`src/rtl/bk_pkg.sv`:
```
// Shared types and constants for the backup-RAM sector controller.
package bk_pkg;

    localparam int SECTOR_BYTES    = 512;
    localparam int SECTORS_DEFAULT = 16;

    typedef enum logic [1:0] {
        ST_IDLE = 2'd0,
        ST_REQ  = 2'd1,
        ST_XFER = 2'd2
    } bk_state_t;

endpackage

```
`src/rtl/bk_sector_ctrl_edge_det.sv`:
```
// Rising-edge detector bank: one registered previous value per bit.
// Latency: rise is combinational from d against the last sampled value; no backpressure.
module edge_det #(
    parameter int W = 1
) (
    input  logic         clk_sys,
    input  logic [W-1:0] d,
    output logic [W-1:0] rise
);

    logic [W-1:0] prev;

    // Sampling every cycle, reset included, means no spurious edge appears right after reset.
    always_ff @(posedge clk_sys) begin
        prev <= d;
    end

    assign rise = d & ~prev;

endmodule

```
`src/rtl/bk_sector_ctrl.sv`:
```
// Backup-RAM sector sequencer: loads or saves SECTORS sectors of a mounted save image via user_io.
// Latency: input edges act one clock after they are sampled; requests held until sd_ack rises, next one issued after sd_ack falls.
module bk_sector_ctrl
    import bk_pkg::*;
#(
    parameter int SECTORS = SECTORS_DEFAULT
) (
    input  logic        clk_sys,
    input  logic        reset,
    input  logic        img_mounted,
    input  logic [31:0] img_size,
    input  logic        ioctl_download,
    input  logic        save_req,
    input  logic        sd_ack,
    input  logic        sd_buff_wr,
    output logic [31:0] sd_lba,
    output logic        sd_rd,
    output logic        sd_wr,
    output logic        nvram_b_we,
    output logic        bk_ena,
    output logic        bk_reset,
    output logic        busy
);

    localparam logic [5:0] LAST_LBA = 6'(SECTORS - 1);

    bk_state_t  state, state_nxt;
    logic [5:0] lba, lba_nxt;
    logic       dir, dir_nxt;          // 1 = load from image, 0 = save to image
    logic       rd_nxt, wr_nxt, ena_nxt, brst_nxt;
    logic       pend_load, pend_load_nxt;
    logic       pend_save, pend_save_nxt;

    logic [4:0] edge_in, edge_rise;
    logic       mount_rise, save_rise, dl_rise, ack_rise, ack_fall;

    // Rising edge of ~sd_ack doubles as the falling edge of sd_ack.
    assign edge_in = {~sd_ack, sd_ack, ioctl_download, save_req, img_mounted};

    edge_det #(.W(5)) u_edge (
        .clk_sys (clk_sys),
        .d       (edge_in),
        .rise    (edge_rise)
    );

    assign mount_rise = edge_rise[0];
    assign save_rise  = edge_rise[1];
    assign dl_rise    = edge_rise[2];
    assign ack_rise   = edge_rise[3];
    assign ack_fall   = edge_rise[4];

    always_comb begin
        state_nxt     = state;
        lba_nxt       = lba;
        dir_nxt       = dir;
        rd_nxt        = sd_rd;
        wr_nxt        = sd_wr;
        ena_nxt       = bk_ena;
        brst_nxt      = 1'b0;
        pend_load_nxt = pend_load;
        pend_save_nxt = pend_save;

        case (state)
            ST_IDLE: begin
                if (bk_ena && (pend_load || pend_save)) begin
                    lba_nxt   = '0;
                    dir_nxt   = pend_load;
                    rd_nxt    = pend_load;
                    wr_nxt    = ~pend_load;
                    state_nxt = ST_REQ;
                    if (pend_load) pend_load_nxt = 1'b0;
                    else           pend_save_nxt = 1'b0;
                end
            end
            ST_REQ: begin
                if (ack_rise) begin
                    rd_nxt    = 1'b0;
                    wr_nxt    = 1'b0;
                    state_nxt = ST_XFER;
                end
            end
            ST_XFER: begin
                if (ack_fall) begin
                    // A download that cleared bk_ena lets the current sector finish, then stops quietly.
                    if (lba == LAST_LBA || !bk_ena) begin
                        state_nxt = ST_IDLE;
                        brst_nxt  = dir && bk_ena && (lba == LAST_LBA);
                    end else begin
                        lba_nxt   = lba + 6'd1;
                        rd_nxt    = dir;
                        wr_nxt    = ~dir;
                        state_nxt = ST_REQ;
                    end
                end
            end
            default: state_nxt = ST_IDLE;
        endcase

        if (mount_rise && (|img_size)) begin
            ena_nxt       = 1'b1;
            pend_load_nxt = 1'b1;
        end
        if (save_rise && bk_ena) pend_save_nxt = 1'b1;
        if (dl_rise) begin
            ena_nxt       = 1'b0;
            pend_load_nxt = 1'b0;
            pend_save_nxt = 1'b0;
        end
    end

    always_ff @(posedge clk_sys) begin
        if (reset) begin
            state     <= ST_IDLE;
            lba       <= '0;
            dir       <= 1'b0;
            sd_rd     <= 1'b0;
            sd_wr     <= 1'b0;
            bk_ena    <= 1'b0;
            bk_reset  <= 1'b0;
            pend_load <= 1'b0;
            pend_save <= 1'b0;
        end else begin
            state     <= state_nxt;
            lba       <= lba_nxt;
            dir       <= dir_nxt;
            sd_rd     <= rd_nxt;
            sd_wr     <= wr_nxt;
            bk_ena    <= ena_nxt;
            bk_reset  <= brst_nxt;
            pend_load <= pend_load_nxt;
            pend_save <= pend_save_nxt;
        end
    end

    assign sd_lba     = {26'd0, lba};
    assign busy       = (state != ST_IDLE);
    assign nvram_b_we = sd_buff_wr & sd_ack & (state == ST_XFER) & dir;

endmodule

```
`config.mk`:
```
export PLATFORM = sky130hd
export DESIGN_NAME = bk_sector_ctrl
export DESIGN_NICKNAME = d
export VERILOG_FILES = /design/src/rtl/bk_pkg.sv /design/src/rtl/bk_sector_ctrl_edge_det.sv /design/src/rtl/bk_sector_ctrl.sv
export SDC_FILE = /design/constraint.sdc
export NUM_CORES = 1
export LEC_CHECK = 0
export CORE_MARGIN = 2
export CORE_UTILIZATION = 42
export CTS_BUF_LIST = sky130_fd_sc_hd__clkbuf_4 sky130_fd_sc_hd__clkbuf_8
export DETAILED_ROUTE_END_ITERATION = 16
export HOLD_SLACK_MARGIN = 0.03
export PLACE_DENSITY = 0.88
export SLEW_MARGIN = 10
export SYNTH_ARGS = -nofsm -noshare
export SYNTH_HDL_FRONTEND = slang
export SYNTH_HIERARCHICAL = 1
export SYNTH_SLANG_ARGS = --single-unit
```
`constraint.sdc`:
```
create_clock -name clk_sys -period 3.94 [get_ports clk_sys]
set_input_delay 0.591 -clock clk_sys [delete_from_list [all_inputs] [get_ports clk_sys]]
set_output_delay 0.591 -clock clk_sys [all_outputs]
set_load 0.005 [all_outputs]
```
==> results.md, run 1 <==
* Status: finished, final reports clean
* Via density at about 5
* Switching part of the total at 0.314
* P_int at 368 uW
* Worst-case reg-to-reg path depth at 6
* Worst-Skew Late Latency at 0.29 ns
* Core area at between 3000 and 4000 um2
* Clock tree buffer depth at 2
* R2R Setup Slk at 1.92 ns
* EDFF count, synth at 0
* Leakage at 0.000679 uW
* Top FF cell, synth: dfxtp_1
* CP startpoint kind: flip-flop
* CTS tree: done
* Seq/Total Area, Yosys at 0.306
* Post-synth cell types at 39
* First-pass GRT wire length at ~4.4 mm
* Hold_buf cts at 0
* Die W at 59.8 um
* Peak VDD IR at 0.325 mV
* Num rows at 20
* Unrepaired setup endpoints after global routing: no
* DR vias at 1,137
* I/O pin count at 77
* Initial antenna violation count at 0
* Die area at 3580 um2
* Share of layout cells above drive strength 1 at 0.0707
* DR pass1 iterations at 4
* # Post-CTS Setup Buffers at 0
* Final Max Tran Viols at 0
* Post-DP HPWL at roughly 2.2 mm
* Worst setup path start: state[0]$_SDFFE_PP0P_
* Fmax at 389 MHz
* Crit. End Element: output port
* Cell Pwr Density at 307 nW/um2
* Comb pwr share at 0.399
* Part of the power in registers at 0.429
* Hold Path Origin: sd_wr$_SDFFE_PP0P_
* Clock transition at path regs at 0.10 ns
* Slowest stage delay, CP at 0.50 ns
* WS Path Type: flip-flop to output port
* Max Clock Skew at 0.00653 ns
* Worst Path Arrival at around 2.0 ns
* Post-Synthesis Cells at 150
* Req. time, crit path at 3.35 ns
* RePlAce Congestion at ~0.8
* MaxCap Viol Count at 0
* Worst r2r src: state[0]$_SDFFE_PP0P_
* Critical path buffer and inverter count at 2
* Clock power frac at 0.173
* Hold Path Class: flip-flop to flip-flop
* Cell area after synthesis at 1310 um2
* Largest net degree at the start of global routing at 14
* Post-synth top area share at 0.306
* Initial core utilization at 0.436
* CTS buffer count at 3
* Design Area, Final at 1740 um2
* Vias in the first global route at 981
* # DRC at 0
* Instance count on the critical path at 5
* GRT Residual Overflow at 0
* Fin util at 0.581
* GRT Total Usage at 0.161
* Synth-to-layout area growth at 33.3%
* Die H at ~60 um
* Slowest cell on the critical path: clkdlybuf4s50_1
* Net Switching at 169 uW
* Post-route ant nets at 0
* Synthesized flop and latch total at 20
* CP Cell Sequence: inv_1 -> ha_1 -> nand2_1 -> nor2_1 -> clkdlybuf4s50_1
* Hold Path End: sd_wr$_SDFFE_PP0P_
* ANT cells at 0
* Root buf cell: clkbuf_4
* Final worst path period share at 0.653
* CTS H-Tree Depth at 1
* Worst-Margin Slew at about 0.6 ns
* Rel. slew slack at 0.593
* Number of cells after detailed placement at roughly 230
* Post-synth top area cell: dfxtp_1
* Min Clock Period, post-route at about 2.6 ns
* CP max FO at 11
* Nets at 245
* Syn_area_per_cell at 8.73 um2
* Reg-to-reg endpoint: lba[5]$_SDFFE_PP0P_
* Synth area leaders: dfxtp_1, buf_4, nor2b_4, ha_1, nor4_1
* Dpl cell area at about 1700 um2
* Synth warnings at 6
* Share of flip-flops with an asynchronous set or reset at 0
* Setup Viol. Count Final at 0
* WHS Path Cells at 2
* Post-DR wirelength/cell at 11.5 um
* Setup TNS Final at 0 ns
* Post-CTS Resized at 0
* Crit-path leading delay family: buffers and inverters
* WL final at 2.66 mm
* Final Non-Filler Cells at about 230
* Final hold slack at 0.472 ns
* Count of final hold-check violations at 0
* IO Port Bufs at 50
* CTS sink cnt at 20
* Initial DRC count at 29
==> power groups by stage <==
stage | logic (uW) | clock network (uW) | registers [uW]
finish | 214 | 92.5 | 230
CTS | 213 | 97.8 | 230
detailed placement | 212 | 0 | 235
floorplan | 152 | 0 | 232
global placement | 211 | 0 | 234
global route | 237 | 107 | 232
==> worst reg2reg max path, stage by stage (launching register included) <==
cell and delay (ns):
dfxtp_1 0.35, inv_1 0.11, ha_1 0.41, inv_1 0.17
o41ai_2 0.59, o21ai_0 0.18, a31oi_1 0.15
==> kinds of logic after synthesis <==
family | Yosys count | share of synthesized area
AND/OR/NAND/NOR | 50 | 0.238
flip-flops | 20 | 0.306
buffers and inverters | 38 | 0.193
multiplexers | 4 | 0.0344
adder cells (fa/ha/maj) | 6 | 0.0574
AO/OA/AOI/OAI | 31 | 0.168
other | 1 | 0.00287
==> how the worst max path moves through the flow <==
stage	endpoint	slack (ns)
after floorplan	lba[2]$_SDFFE_PP0P_	2.18
after global placement	nvram_b_we	1.61
after detailed placement	nvram_b_we	1.58
after CTS	nvram_b_we	1.34
after global routing	nvram_b_we	1.20
final	nvram_b_we	1.37
==> flip-flops by register name, summed over array words and instances (netlist names) <==
signal / cells
bk_ena: 1
bk_reset: 1
dir: 1
lba: 6
pend_load: 1
pend_save: 1
sd_rd: 1
sd_wr: 1
state: 2
u_edge/prev: 5
==> cells in the mapped netlist, types with 2 or more instances <==
cell type  number
buf_4          27
nor2_1          7
nand2_1        10
a21oi_1         8
nand4_1         2
dfxtp_1        20
o31ai_1         4
nor4_1          9
a31oi_1         2
ha_1            6
inv_1           8
nand3_1         7
nor2b_4         6
o21ai_0         7
mux2i_1         3
==> routing by layer <==
layer  track usage  part of all wire  vias up
met3        0.0346             0.052        4
met2         0.269              0.50       38
li1              -                 -      581
met5             0                 0        -
met1         0.206              0.43      514
met4        0.0540             0.012        0
==> per-stage QoR <==
stage	setup slack, ns	total power (uW)
2_1_floorplan	2.18	384
3_3_place_gp	1.61	445
3_5_place_dp	1.58	447
4_1_cts	1.34	541
5_1_grt	1.20	576
6_report	1.37	536
==> cell type report <==
type | instances | area (um2)
clock buffer | 3 | 22.5
multi-input combinational | 117 | 749
inverter | 8 | 30.0
sequential | 20 | 400
timing repair buffer | 50 | 500
fill | 276 | 1260
tap | 33 | 41.3
==> layout by cell type, fill, tap and decap left out, types with 2 or more instances in the layout <==
cell type / instances
mux2i_1: 3
nand3_1: 7
a31oi_1: 2
ha_1: 6
inv_1: 8
conb_1: 26
a21oi_1: 8
nor4_1: 9
clkdlybuf4s50_1: 50
o31ai_1: 4
o21ai_0: 7
nand2_1: 10
nand4_1: 2
nor2b_4: 6
dfxtp_1: 20
nor2_1: 7
clkbuf_4: 3
No activity file was read; power rests on OpenSTA's default activity.
==> inputs of run 2 (changes only) <==
CORE_UTILIZATION = 35   (was 42)
PLACE_DENSITY = 0.78   (was 0.88)
clock period = 2.05 ns   (was 3.94 ns; I/O delays follow)
==> run 2 against run 1 <==
Against the previous run:
- clock-buffer cell count up 1
- first-iteration DRC count down 17%
- cell area up 7.0%
- global-route usage is 2.9 points lower
- largest power group is now combinational cells
- critical endpoint is now busy
- utilization decreased by 6.7 points
- hold slack about the same
- clock power rose to 3.2 times the previous value
- die area increased by 19%
- register-to-register slack got worse by 1.6 ns
- largest cell class unchanged
- sequential cell count is the same
- worst setup slack got worse by 1.2 ns
- highest routed layer unchanged
- critical path type unchanged
==> results.md, run 2 (synthesis results as in run 1) <==
* Status: finished, final reports clean
* GRT Total Usage at 0.133 (-0.0287)
* CP max FO at 7 (-4)
* Cell Pwr Density at 648 nW/um2 (+110%)
* Leakage at 0.000730 uW (+7.4%)
* Max FFs per register at 6 (unchanged)
* Clock power frac at 0.245 (+0.072)
* Total power at 1210 uW (+130%)
* Switching part of the total at 0.293 (-0.0214)
* Critical path buffer and inverter count at 4 (+2)
* CP startpoint kind: flip-flop
* CTS buffer count at 3 (unchanged)
* Fmax at 522 MHz
* Vias in the first global route at 987 (+0.61%)
* Peak VDD IR at 0.549 mV (+69%)
* P_int at 855 uW (+130%)
* Max Clock Skew at 0.00232 ns (-0.00421 ns)
* Post-DR wirelength/cell at 10.8 um (-6.3%)
* DR vias at 1,146 (+0.79%)
* WL final at 2.74 mm (+3.0%)
* Comb pwr share at 0.387 (-0.012)
* CTS sink cnt at 20 (unchanged)
* Initial core utilization at 0.360 (-0.0756)
* IO Port Bufs at 50 (unchanged)
* Most common cell after layout, fill and taps aside: clkdlybuf4s50_1
* CP Cell Sequence: inv_1 -> ha_2 -> buf_4 -> inv_1 -> clkdlybuf4s50_1
* Via density at 4.51 (-8.3%)
* Post-route ant nets at 0 (unchanged)
* Largest net degree at the start of global routing at 14 (unchanged)
* ANT cells at 0 (unchanged)
* Net Switching at 354 uW (+110%)
* Num rows at 22 (+10%)
* FF+latch area at 403 um2 (+0.62%)
* DR pass1 iterations at 4 (unchanged)
* Min Clock Period, post-route at 1.91 ns
* Initial antenna violation count at 0 (unchanged)
* Core area at 3630 um2 (+21%)
* Most frequent cells in the layout: clkdlybuf4s50_1, conb_1, dfxtp_1
* Largest Register: lba
* Clock transition at path regs at 0.07 ns (-0.03 ns)
* Crit-path leading delay family: buffers and inverters
* Worst-Skew Late Latency at 0.26 ns (-0.03 ns)
* RePlAce Congestion at 0.755 (-5.9%)
* Top Registers: lba: 6 flops, u_edge/prev: 5 flops, state: 2 flops
* Final WS setup at 0.135 ns (-1.23 ns)
* Slowest stage delay, CP at 0.49 ns (about the same)
* Count of final hold-check violations at 0 (unchanged)
* Unrepaired setup endpoints after global routing: no
* Die H at 65.2 um (+8.9%)
* Fill count at 360 (+30%)
* MaxCap Viol Count at 0 (unchanged)
* Post-DP HPWL at 2.22 mm (+0.70%)
* First-pass GRT wire length at 4.37 mm (-0.64%)
* Share of layout cells above drive strength 1 at 0.131 (+0.0604)
* GRT Residual Overflow at 0 (unchanged)
* Crit. End Element: output port
* Part of the power in registers at 0.369 (-0.060)
* # Post-CTS Setup Buffers at 0 (unchanged)
* Final worst path period share at 0.934
* Setup TNS Final at 0 ns (unchanged)
* Setup Viol. Count Final at 0 (unchanged)
* Initial DRC count at 24 (-17%)
* Clock tree buffer depth at 2 (unchanged)
* Synth-to-layout area growth at 42.5%
* Die W at 65.2 um (+8.9%)
* Die area at 4240 um2 (+19%)
* CTS H-Tree Depth at 1 (unchanged)
* Nets at 252 (+2.9%)
* Slowest cell on the critical path: clkdlybuf4s50_1
* Worst Path Arrival at 1.61 ns (-0.37 ns)
* Req. time, crit path at 1.74 ns (-1.61 ns)
* WS Path Type: flip-flop to output port
* Final Max Tran Viols at 0 (unchanged)
* I/O pin count at 77 (unchanged)
* Area taken by multi-input logic gates at 764 um2 (+2.0%)
* Crit-path most repeated cell: inv_1
* Hold Path Class: flip-flop to flip-flop
* Root buf cell: clkbuf_8
* # DRC at 0 (unchanged)
* Post-place setup slack at 0.0847 ns (-1.50 ns)
* CTS tree: done
run 2: cell types whose count changed in the layout (fill, tap and decap cells not counted), sizes merged:
cell,before,now
buf,0,7
clkbuf,3,4
run 2: area by class of cell:
cell class / count / area share
clock buffer: 4 / 0.0295
inverter: 8 / 0.0161
multi-input combinational: 117 / 0.410
sequential: 20 / 0.216
tap: 48 / 0.0322
timing repair buffer: 57 / 0.296
run 2: final timing paths:
| check | start | endpoint | slack, ns | depth (start not counted) |
|---|---|---|---|---|
| min | sd_rd$_SDFFE_PP0P_ | sd_rd$_SDFFE_PP0P_ | 0.47 | 2 |
| max reg2reg | state[0]$_SDFFE_PP0P_ | lba[2]$_SDFFE_PP0P_ | 0.35 | 7 |
| min reg2reg | sd_rd$_SDFFE_PP0P_ | sd_rd$_SDFFE_PP0P_ | 0.47 | 2 |
| max | state[1]$_SDFFE_PP0P_ | busy | 0.14 | 5 |
run 2: metrics by stage:
step | hold WS, ns | instances | instance area, um2 | util
after floorplan | 0.335 | 175 | 1400 | -
after global placement | 0.455 | 250 | 1790 | 0.493
after detailed placement | 0.459 | 250 | 1790 | 0.493
after CTS | 0.477 | 254 | 1850 | 0.509
after global routing | 0.485 | 254 | 1870 | 0.513
final | 0.472 | 254 | 1870 | 0.513
run 2: worst min-delay path: cells and delay by family, from the launching register on:
kind / cells / cell delay, ns
flip-flops: 1 / 0.32
multiplexers: 1 / 0.06
AND/OR/NAND/NOR: 1 / 0.05
run 2: layer usage:
metal,up-vias,track usage,share of wire
met5,-,0,0
met4,0,0.0443,0.011
met3,4,0.0377,0.052
met2,31,0.220,0.50
met1,518,0.166,0.44
li1,593,-,-
run 2: power groups by stage:
| stage | Combinational (uW) | Sequential, uW | Clock [uW] |
|---|---|---|---|
| after floorplan | 292 | 446 | 0 |
| after global placement | 453 | 448 | 0 |
| after detailed placement | 453 | 450 | 0 |
| after CTS | 457 | 441 | 309 |
| after global routing | 513 | 449 | 328 |
| final | 468 | 446 | 296 |
run 2: repair_timing:
action                                  4_1_cts  5_1_grt
hold buffers                                  0        0
endpoints found under the setup margin        1        2
gates resized for setup                       1        5
hold endpoints to repair                      0        0
